==> config.mk <==
export PLATFORM = sky130hd
export DESIGN_NAME = wb_arbiter
export DESIGN_NICKNAME = d
export VERILOG_FILES = /design/src/rtl/wb_pkg.sv /design/src/rtl/wb_fifo.sv /design/src/rtl/wb_arbiter.sv
export SDC_FILE = /design/constraint.sdc
export NUM_CORES = 1
export LEC_CHECK = 0
export CORE_ASPECT_RATIO = 1.4
export CORE_MARGIN = 2
export CORE_UTILIZATION = 65
export CTS_CLUSTER_SIZE = 12
export DETAILED_ROUTE_END_ITERATION = 10
export DONT_BUFFER_PORTS = 1
export PLACE_DENSITY = 0.89
export SLEW_MARGIN = 5
export SYNTH_ARGS = -nofsm -noshare
export SYNTH_HDL_FRONTEND = slang
export SYNTH_HIERARCHICAL = 1
export SYNTH_SLANG_ARGS = --single-unit
==> constraint.sdc <==
create_clock -name clk -period 6.4 [get_ports clk]
set_clock_uncertainty 0.05 [all_clocks]
set_input_delay 1.28 -clock clk [delete_from_list [all_inputs] [get_ports clk]]
set_output_delay 1.28 -clock clk [all_outputs]
set_load 0.01 [all_outputs]
==> src/rtl/wb_pkg.sv <==
// Shared types for the writeback arbiter: source select enum, default widths, buffered result entry.
// Pure declarations; no timing or flow-control behaviour of its own.
package wb_pkg;

    localparam int WB_ADDR_WIDTH = 5;
    localparam int WB_DATA_WIDTH = 32;

    typedef enum logic [1:0] {
        WB_SRC_NONE,
        WB_SRC_ALU,
        WB_SRC_MEM
    } wb_src_e;

    typedef struct packed {
        logic [WB_ADDR_WIDTH-1:0] addr;
        logic [WB_DATA_WIDTH-1:0] data;
    } wb_entry_t;

endpackage

==> src/rtl/wb_fifo.sv <==
// Synchronous FIFO of writeback entries with full/empty/count; head is visible on dout.
// Zero-cycle read of the head; push ignored when full, pop ignored when empty (no full pass-through).
module wb_fifo
    import wb_pkg::*;
#(
    parameter int  DEPTH   = 2,
    parameter type entry_t = wb_entry_t,
    localparam int PTR_W   = $clog2(DEPTH),
    localparam int CNT_W   = PTR_W + 1
) (
    input  logic             clk,
    input  logic             rst_n,
    input  logic             push,
    input  entry_t           din,
    input  logic             pop,
    output entry_t           dout,
    output logic             full,
    output logic             empty,
    output logic [CNT_W-1:0] count
);

    entry_t             mem [DEPTH];
    logic [PTR_W-1:0]   wr_ptr;
    logic [PTR_W-1:0]   rd_ptr;
    logic               do_push;
    logic               do_pop;

    assign full    = (count == CNT_W'(DEPTH));
    assign empty   = (count == '0);
    assign do_push = push && !full;
    assign do_pop  = pop && !empty;
    assign dout    = mem[rd_ptr];

    // Storage carries no reset; validity is tracked entirely by count.
    always_ff @(posedge clk) begin
        if (do_push) begin
            mem[wr_ptr] <= din;
        end
    end

    // DEPTH is a power of two, so the pointers wrap by natural overflow.
    always_ff @(posedge clk or negedge rst_n) begin
        if (!rst_n) begin
            wr_ptr <= '0;
            rd_ptr <= '0;
            count  <= '0;
        end else begin
            if (do_push) begin
                wr_ptr <= wr_ptr + 1'b1;
            end
            if (do_pop) begin
                rd_ptr <= rd_ptr + 1'b1;
            end
            case ({do_push, do_pop})
                2'b10:   count <= count + 1'b1;
                2'b01:   count <= count - 1'b1;
                default: count <= count;
            endcase
        end
    end

endmodule

==> src/rtl/wb_arbiter.sv <==
// Merges ALU results and FIFO-buffered memory results into one registered RF write per cycle, one-cycle latency.
// mem_ready = FIFO not full; alu_ready drops only when WB_STARVE_GUARD_EN forces a FIFO drain.
module wb_arbiter
    import wb_pkg::*;
#(
    parameter int ADDR_WIDTH   = WB_ADDR_WIDTH,
    parameter int DATA_WIDTH   = WB_DATA_WIDTH,
    parameter int FIFO_DEPTH   = 2,
    parameter int STARVE_LIMIT = 4
) (
    input  logic                  clk,
    input  logic                  rst_n,
    input  logic                  alu_valid,
    output logic                  alu_ready,
    input  logic [ADDR_WIDTH-1:0] alu_addr,
    input  logic [DATA_WIDTH-1:0] alu_data,
    input  logic                  mem_valid,
    output logic                  mem_ready,
    input  logic [ADDR_WIDTH-1:0] mem_addr,
    input  logic [DATA_WIDTH-1:0] mem_data,
    output logic                  rf_wen,
    output logic [ADDR_WIDTH-1:0] rf_waddr,
    output logic [DATA_WIDTH-1:0] rf_wdata
);

    localparam int CNT_W = $clog2(FIFO_DEPTH) + 1;

    typedef struct packed {
        logic [ADDR_WIDTH-1:0] addr;
        logic [DATA_WIDTH-1:0] data;
    } entry_t;

    entry_t           fifo_din;
    entry_t           fifo_dout;
    entry_t           win;
    logic             fifo_push;
    logic             fifo_pop;
    logic             fifo_full;
    logic             fifo_empty;
    logic [CNT_W-1:0] fifo_count;
    logic             force_drain;
    logic             win_wr;
    wb_src_e          src;

    assign fifo_din  = '{addr: mem_addr, data: mem_data};
    assign fifo_push = mem_valid && !fifo_full;
    assign fifo_pop  = (src == WB_SRC_MEM);
    assign mem_ready = !fifo_full;
    assign alu_ready = !force_drain;

    wb_fifo #(
        .DEPTH   (FIFO_DEPTH),
        .entry_t (entry_t)
    ) u_fifo (
        .clk   (clk),
        .rst_n (rst_n),
        .push  (fifo_push),
        .din   (fifo_din),
        .pop   (fifo_pop),
        .dout  (fifo_dout),
        .full  (fifo_full),
        .empty (fifo_empty),
        .count (fifo_count)
    );

`ifdef WB_STARVE_GUARD_EN
    localparam int                SC_W  = $clog2(STARVE_LIMIT + 1);
    localparam logic [SC_W-1:0]   LIMIT = SC_W'(STARVE_LIMIT);

    logic [SC_W-1:0] starve_cnt;

    // Counts consecutive ALU wins that left a buffered memory result waiting.
    always_ff @(posedge clk or negedge rst_n) begin
        if (!rst_n) begin
            starve_cnt <= '0;
        end else if (fifo_pop || fifo_empty) begin
            starve_cnt <= '0;
        end else if ((src == WB_SRC_ALU) && (starve_cnt != LIMIT)) begin
            starve_cnt <= starve_cnt + 1'b1;
        end
    end

    assign force_drain = (starve_cnt == LIMIT);
`else
    logic unused_starve_limit;
    assign unused_starve_limit = (STARVE_LIMIT != 0);
    assign force_drain = 1'b0;
`endif

    always_comb begin
        src = WB_SRC_NONE;
        if (!force_drain && alu_valid) begin
            src = WB_SRC_ALU;
        end else if (!fifo_empty) begin
            src = WB_SRC_MEM;
        end
    end

    assign win    = (src == WB_SRC_MEM) ? fifo_dout : '{addr: alu_addr, data: alu_data};
    // Address 0 is not backed by the register file: consume the entry, suppress the write.
    assign win_wr = (src != WB_SRC_NONE) && (win.addr != '0);

    always_ff @(posedge clk or negedge rst_n) begin
        if (!rst_n) begin
            rf_wen   <= 1'b0;
            rf_waddr <= '0;
            rf_wdata <= '0;
        end else begin
            rf_wen <= win_wr;
            if (win_wr) begin
                rf_waddr <= win.addr;
                rf_wdata <= win.data;
            end
        end
    end

    always_ff @(posedge clk) begin
        if (rst_n) begin
            assert (fifo_empty == (fifo_count == '0));
        end
    end

endmodule
After elaboration in Yosys (flattened, before gate mapping)

Memories as Yosys holds them, arrays and structs flattened.
Index checks and enable logic that the tools add are counted.

$add $sub $neg: 4
$mul: 0
Divide/modulo/power cells: 0
Order comparisons: 0
Equal/unequal tests: 4
Shift operators: 0
Multiplexer cells: 6
Bitwise logic cells: 0
Reduce and logical (&&, ||, !) cells: 10

Operators with widths:

| cell                                                | count |
|---|---|
| 2-to-1 mux 37 bit                                   | 1 |
| equality test 2 bit, second input constant          | 3 |
| nonzero test 5 bit                                  | 1 |
| logical AND 1 bit                                   | 4 |
| 2-to-1 mux 2 bit                                    | 2 |
| one-hot mux 2 bit (2 select lines)                  | 1 |
| nonzero test 2 bit                                  | 2 |
| adder 1 bit, second input constant                  | 2 |
| adder 2 x 1 -> 2 bit, second input constant         | 1 |
| equality test 2 x 1 -> 1 bit, second input constant | 1 |
| logical NOT 1 bit                                   | 2 |
| logical NOT 2 bit                                   | 1 |
| 2-to-1 mux 1 bit                                    | 2 |
| subtractor 2 x 1 -> 2 bit, second input constant    | 1 |

Register bits after elaboration: 42
Bits in latches: 0
Bits in writable memories: 74
Bits in read-only memories: 0
Input port bits: 78
Output and inout bits: 40
Word-level logic and storage cells: 31
Memories: 1

Memories:

| memory     | words | width | read ports | clocked after memory_dff | wr ports | line          | text |
|---|---|---|---|---|---|---|---|
| u_fifo.mem | 2     | 37    | 1          | 0                        | 1        | wb_fifo.sv:22 | `entry_t mem [DEPTH];` |

Longest topological paths before layout

Gate-level depths: netlist (run 1).

Depth in word-level cells: 7
Mapped depth: 10
Gate-level depth less buffers: 8

Cells and area by module

Netlist (run 1), hierarchy kept.

Modules (own cells, without submodules):

| module     | times used | cells each | area an instance (µm²) | seq. area each (µm²) |
|---|---|---|---|---|
| wb_fifo    | 1          | 133        | 2,949.1                | 2,322.2 |
| wb_arbiter | 1          | 227        | 2,249.7                | 950.9 |

Least setup slack after synthesis (run 1)

OpenSTA, ideal clock, no wires.

Path type: input -> register
Start: input mem_valid
End: memory u_fifo/mem[0][0] (netlist bit), enable pin
Setup time: 431 ps
Arrival: 3,089 ps
Data required time: 5,919 ps
Slack: 2,830 ps
Cell stages on the path: 3
Cells stage by stage: nor2b_1 -> nand2_1 -> nor2_1

Cells in the longest elaborated chain, start to end: 4

RTL lines:

| item                                   | line             | text |
|---|---|---|
| start, declared                        | wb_arbiter.sv:17 | `input logic mem_valid,` |
| logical AND 1 bit                      | wb_arbiter.sv:46 | `assign fifo_push = mem_valid && !fifo_full;` |
| logical AND 1 bit                      | wb_fifo.sv:30    | `assign do_push = push && !full;` |
| 2-to-1 mux 1 bit                       | wb_fifo.sv:36    | `if (do_push) begin` |
| 2-to-1 mux 1 bit (implied by the code) | wb_fifo.sv:37    | `mem[wr_ptr] <= din;` |
| end, declared                          | wb_fifo.sv:22    |  |

Every way passes these cells.

==> results.py, run 1 <==
metrics = {
    "critical_path": {
        "ff2ff_setup_slack_ns": 3.20,
        "critPathSlowestCell": "dfrtp_2",
        "r2r-start": "u_fifo/rd_ptr",
        "critPathMaxFanout": 38,
        "cp_slowest_stage_delay_ns": 1.07,
        "crit_path_start": "u_fifo/rd_ptr",
        "arrival_ns": 3.54,
        "worstSetupPathType": "register to register",
        "rr_endpoint": "rf_wdata[31]",
        "endpoint_kind": "register",
        "cp.required_ns": 6.74,
        "worst-r2r-cell-count": 4,
        "worstPathCellList": "mux2_4, or4_4, o21a_4, o311ai_0",
        "critPathLaunchType": "register",
        "cp-endpoint": "rf_wdata[31]",
    },
    "route": {
        "first_iter_violations": 293,
        "dr.pass1.iters": 5,
        "ant_nets": 0,
        "routedWlPerCell_um": 24.5,
        "drc_errors": 0,
        "viasPerCell": 6.81,
        "wirelength_mm": 11.2,
        "routed-via-count": 3106,
    },
    "yosys": {
        "synth-edff-count": 74,
        "async_flop_share_pct": 36.2,
        "synth.avg_cell_area_um2": 14.4,
        "yosysTopAreaCell": "edfxtp_1",
        "synth_nets": 439,
        "synth_top_area_share_pct": 42.7,
        "synth_commonest_cells": "edfxtp_1 (74), o211ai_1 (64), dfrtp_1 (42)",
        "yosysSeqAreaShare_pct": 63.0,
        "ys_warn_count": 6,
        "yosysMostFrequentCell": "edfxtp_1",
        "synthFlopType": "edfxtp_1",
        "synth_area_um2": 5200,
        "ys_seq_elements": 116,
        "synthCells": 360,
        "synth_area_leaders": "edfxtp_1 (43%), dfrtp_1 (20%), o211ai_1 (9.2%), mux2_4 (5.8%), o311ai_1 (4.4%)",
        "yosysUniqueCellTypes": 37,
    },
    "power_and_ir_drop": {
        "ir_drop_v": 0.000306,
        "swShare_pct": 30.7,
        "p_switching_mw": 0.860,
        "p_per_area_nw_per_um2": 492,
        "comb_power_share_pct": 22.7,
        "clockPowerShare_pct": 32.2,
        "p_int_mw": 1.94,
        "seqPwrFrac_pct": 45.1,
        "p_leak_nw": 2.09,
    },
    "place": {
        "portBuffers": 0,
        "place_inst": 424,
        "dp_hpwl_mm": 6.71,
        "routabilityCongestion": 0.797,
    },
    "grt": {
        "antenna_found_initial": 0,
        "grtUsageTotal_pct": 26.2,
        "grt_pass1_wl_mm": 16.6,
        "gr-total-overflow": 0,
        "grt_max_degree": 46,
        "grt_pass1_vias": 3204,
    },
    "sta": {
        "fmax_ghz": 0.313,
        "tightest_slew_ns": 1.27,
        "hold_viol_final": 0,
        "slew_violations": 0,
        "fin_crit_ns": 3.20,
        "slew-limit-headroom_pct": 15.6,
        "rsz0062_at_grt": "no",
        "final.setup.tns_ns": 0,
        "whs_ns": 0.395,
        "setup_viol": 0,
        "finalCritPeriodShare_pct": 50.0,
    },
    "clock_network": {
        "cts_buffer_depth": 2,
        "numCtsBuffers": 17,
        "post_cts_resized": 0,
        "clk_latency_ns": 0.52,
        "cts_setup_buffers": 0,
        "clk_pin_slew_ns": 0.05,
        "cts_tree": "yes",
        "h-tree-depth": 4,
        "clock-root-buffer": "clkbuf_8",
        "ctsHoldBuffers": 0,
        "cts_sinks": 116,
    },
    "hold_path": {
        "hold_class": "input port to asynchronous set/reset pin",
    },
    "floorplan": {
        "rows": 38,
        "die_area_um2": 8740,
        "initial_core_util_pct": 67.1,
        "die_w_um": 79.6,
        "core-area_um2": 7750,
        "die_h_um": 110,
        "io-pin-count": 118,
    },
    "run": {
        "drv_cap": 0,
    },
    "cells_and_area": {
        "drive_gt1_share_pct": 21.3,
        "area_growth_syn_to_layout_pct": 9.72,
        "final_cells": 456,
        "finalNetCount": 422,
        "diodes": 0,
        "nFillCells": 474,
        "postLayoutCoreUtil_pct": 73.6,
    },
    "run_status": {
        "status": "completed",
    },
}
[layout by cell type, fill, tap and decap left out, types with 5 or more instances in the layout]
master / Yosys / final
inv_1: 34 / 34
clkbuf_16: 0 / 16
clkbuf_1: 20 / 5
mux2_2: 18 / 18
dfrtp_1: 42 / 41
nor2_1: 7 / 6
clkbuf_8: 0 / 6
o211ai_1: 64 / 64
edfxtp_1: 74 / 74
mux2_4: 20 / 20
o311ai_1: 26 / 26
[registers in the layout, summed over array words and instances (netlist names)]
name,flops
rf_waddr,5
u_fifo/mem,74
u_fifo/count,2
rf_wdata,32
u_fifo/rd_ptr,1
rf_wen,1
u_fifo/wr_ptr,1
[worst min-delay path by stage]
stage	endpoint	from	cells after the start
finish	rf_wdata[5]	rst_n	0
detailed placement	u_fifo/count[1]	u_fifo/count[1]	1
global placement	u_fifo/count[1]	u_fifo/count[1]	1
floorplan	u_fifo/wr_ptr	u_fifo/wr_ptr	1
global route	rf_wdata[19]	rst_n	0
CTS	rf_wdata[20]	rst_n	0
[metal layers]
layer | GRT usage [%] | wire length [um] | vias to the layer above | share of wire (%)
li1 | - | - | 1364 | -
met1 | 29.1 | 3980 | 1539 | 36
met4 | 13.9 | 343 | 0 | 3.1
met3 | 9.85 | 924 | 31 | 8.3
met2 | 43.7 | 5940 | 172 | 53
met5 | 0 | 0 | - | 0
[logic make-up after synthesis]
kind of cell / count (synthesis) / share of synthesized area [%]
compound gates: 106 / 16.9
buf+inv: 71 / 6.45
fa+ha+maj: 1 / 0.241
mux: 42 / 10.4
simple gates: 18 / 2.05
flops: 116 / 63.0
xor+xnor: 5 / 0.843
other cells: 1 / 0.0721
[power by group through the flow]
| stage | registers, mW | logic (mW) | clock network (mW) |
|---|---|---|---|
| after global placement | 1.26 | 0.596 | 0 |
| after floorplan | 1.17 | 0.605 | 0 |
| after global routing | 1.29 | 0.688 | 0.944 |
| after CTS | 1.26 | 0.636 | 0.917 |
| after detailed placement | 1.27 | 0.631 | 0 |
| final | 1.27 | 0.636 | 0.904 |
[final cells by class]
type	instances	area [um2]	area share, %
clock buffers	27	502	8.80
clock inverters	5	72.6	1.27
inverters	35	131	2.30
multi-input cells	173	1600	28.0
flip-flops and latches	116	3270	57.4
well taps	100	125	2.19
[through the flow]
| step | worst slack [ns] | instance area, um2 | power (mW) |
|---|---|---|---|
| floorplan | 2.83 | 5200 | 1.78 |
| CTS | 3.20 | 5700 | 2.82 |
| finish | 3.20 | 5700 | 2.81 |
| global placement | 3.13 | 5130 | 1.85 |
| global route | 3.04 | 5700 | 2.92 |
| detailed placement | 3.02 | 5130 | 1.90 |
[critical path, delay by kind of cell (launching register included)]
family	cells	cell delay [ns]
DFF	1	1.07
AOI/OAI and AO/OA	2	0.79
and+or+nand+nor	1	0.76
muxes	1	0.37
(Power assumes the default switching activity.)
==> inputs of run 2 (changes only) <==
CORE_UTILIZATION = 63   (was 65)
PLACE_DENSITY = 0.87   (was 0.89)
clock period = 3.1 ns   (was 6.4 ns; I/O delays follow)
==> results.py, run 2 (synthesis gave the netlist of run 1 again) <==
metrics = {
    "sta": {
        "fmax_ghz": 0.416,
        "final.setup.tns_ns": 0,
        "hold_viol_final": 0,
        "tightest_slew_ns": 0.904,
        "rsz0062_at_grt": "no",
        "slew-limit-headroom_pct": 39.7,
        "slew_violations": 0,
        "setup_viol": 0,
        "fin_crit_ns": 2.40,
        "finalCritPeriodShare_pct": 77.5,
    },
    "critical_path": {
        "endpoint_kind": "register",
        "critPathMaxFanout": 33,
        "worstSetupPathType": "register to register",
        "cp_slowest_stage_delay_ns": 0.66,
        "critPathSlowestCell": "or4_4",
        "arrival_ns": 2.64,
        "worstPathCellList": "mux2_4, or4_4, o21a_4, o311ai_0",
        "ff2ff_setup_slack_ns": 0.70,
        "critPathLaunchType": "register",
        "cp.required_ns": 3.34,
    },
    "power_and_ir_drop": {
        "ir_drop_v": 0.000665,
        "p_per_area_nw_per_um2": 1010,
        "p_leak_nw": 2.16,
    },
    "floorplan": {
        "die_area_um2": 9010,
        "rows": 39,
        "io-pin-count": 118,
        "die_h_um": 111,
        "initial_core_util_pct": 64.2,
        "die_w_um": 80.8,
        "core-area_um2": 8100,
    },
    "route": {
        "drc_errors": 0,
        "routedWlPerCell_um": 23.9,
        "ant_nets": 0,
        "first_iter_violations": 291,
        "viasPerCell": 6.66,
        "dr.pass1.iters": 4,
        "wirelength_mm": 11.2,
        "routed-via-count": 3109,
    },
    "cells_and_area": {
        "largest_registers": "u_fifo/mem: 74 flops, rf_wdata: 32 flops, rf_waddr: 5 flops",
        "area_growth_syn_to_layout_pct": 12.4,
        "diodes": 0,
        "largest-register": "u_fifo/mem",
        "postLayoutCoreUtil_pct": 72.2,
        "final_common_cell": "edfxtp_1",
        "final_cell_mix": "edfxtp_1 (74), o211ai_1 (64), dfrtp_1 (41), inv_1 (34), o311ai_1 (26)",
        "drive_gt1_share_pct": 24.9,
        "finalNetCount": 431,
        "nFillCells": 503,
        "largest_reg_flops": 74,
    },
    "grt": {
        "gr-total-overflow": 0,
        "grt_pass1_wl_mm": 17.2,
        "grt_pass1_vias": 3298,
        "grt_max_degree": 46,
        "antenna_found_initial": 0,
        "grtUsageTotal_pct": 26.1,
    },
    "clock_network": {
        "h-tree-depth": 4,
        "cts_sinks": 116,
        "cts_setup_buffers": 0,
        "clock-root-buffer": "clkbuf_16",
        "numCtsBuffers": 17,
        "cts_tree": "yes",
        "cts_buffer_depth": 2,
        "clk_latency_ns": 0.41,
        "clk_pin_slew_ns": 0.06,
    },
    "place": {
        "dp_hpwl_mm": 6.90,
        "routabilityCongestion": 0.834,
        "portBuffers": 0,
    },
    "run": {
        "drv_cap": 0,
    },
    "run_status": {
        "status": "completed",
    },
    "hold_path": {
        "hold_class": "input port to register",
    },
}
[run 2: where the power goes]
group / switching (mW) / internal (mW) / total, mW
combinational: 0.806 / 0.653 / 1.46
clock: 0.706 / 1.28 / 1.99
sequential: 0.330 / 2.15 / 2.48
total: 1.84 / 4.08 / 5.93
[run 2: worst paths after layout]
check / start / endpoint / depth (start not counted)
setup / recovery: u_fifo/rd_ptr / rf_wdata[27] / 4
hold / removal: mem_data[28] / u_fifo/mem[1][28] / 0
setup reg to reg: u_fifo/rd_ptr / rf_wdata[27] / 4
hold reg to reg: u_fifo/count[1] / u_fifo/count[1] / 1
max in group asynchronous: rst_n / u_fifo/rd_ptr / 2
min in group asynchronous: rst_n / rf_waddr[3] / 2
[run 2: critical path, delay by kind of cell, from the launching register on]
family	cells	cell delay, ns
mux	1	0.32
flops	1	0.47
simple gates	1	0.66
compound gates	2	0.77
[run 2: layout make-up]
type | instances | area (um2) | share of cell area, %
clock inverter | 13 | 146 | 2.50
clock buffer | 19 | 475 | 8.14
tap | 102 | 128 | 2.18
sequential | 116 | 3270 | 56.0
multi-input combinational | 173 | 1600 | 27.4
timing repair buffer | 9 | 90.1 | 1.54
inverter | 35 | 131 | 2.25
[run 2: metrics by stage]
| step | hold WS, ns | worst slack [ns] | total power, mW | instance area [um2] | std cells |
|---|---|---|---|---|---|
| after floorplan | 0.274 | 0.190 | 3.67 | 5200 | 360 |
| after global placement | 0.275 | 0.809 | 3.86 | 5180 | 433 |
| after detailed placement | 0.275 | 0.738 | 3.93 | 5180 | 433 |
| after CTS | 0.238 | 0.700 | 5.96 | 5840 | 467 |
| after global routing | 0.230 | 0.576 | 6.18 | 5840 | 467 |
| final | 0.247 | 0.699 | 5.93 | 5840 | 467 |
[run 2: what timing repair did]
action,CTS,global route
hold endpoints to repair,42,0
hold buffers,2,0
resized for setup,0,0
[run 2: per-layer routing]
metal	vias to the layer above	GRT usage, %	part of all wire [%]
met5	-	0	0
met4	0	13.4	3.6
met3	26	10.7	8.6
met2	160	42.3	53
met1	1539	29.3	35
li1	1384	-	-
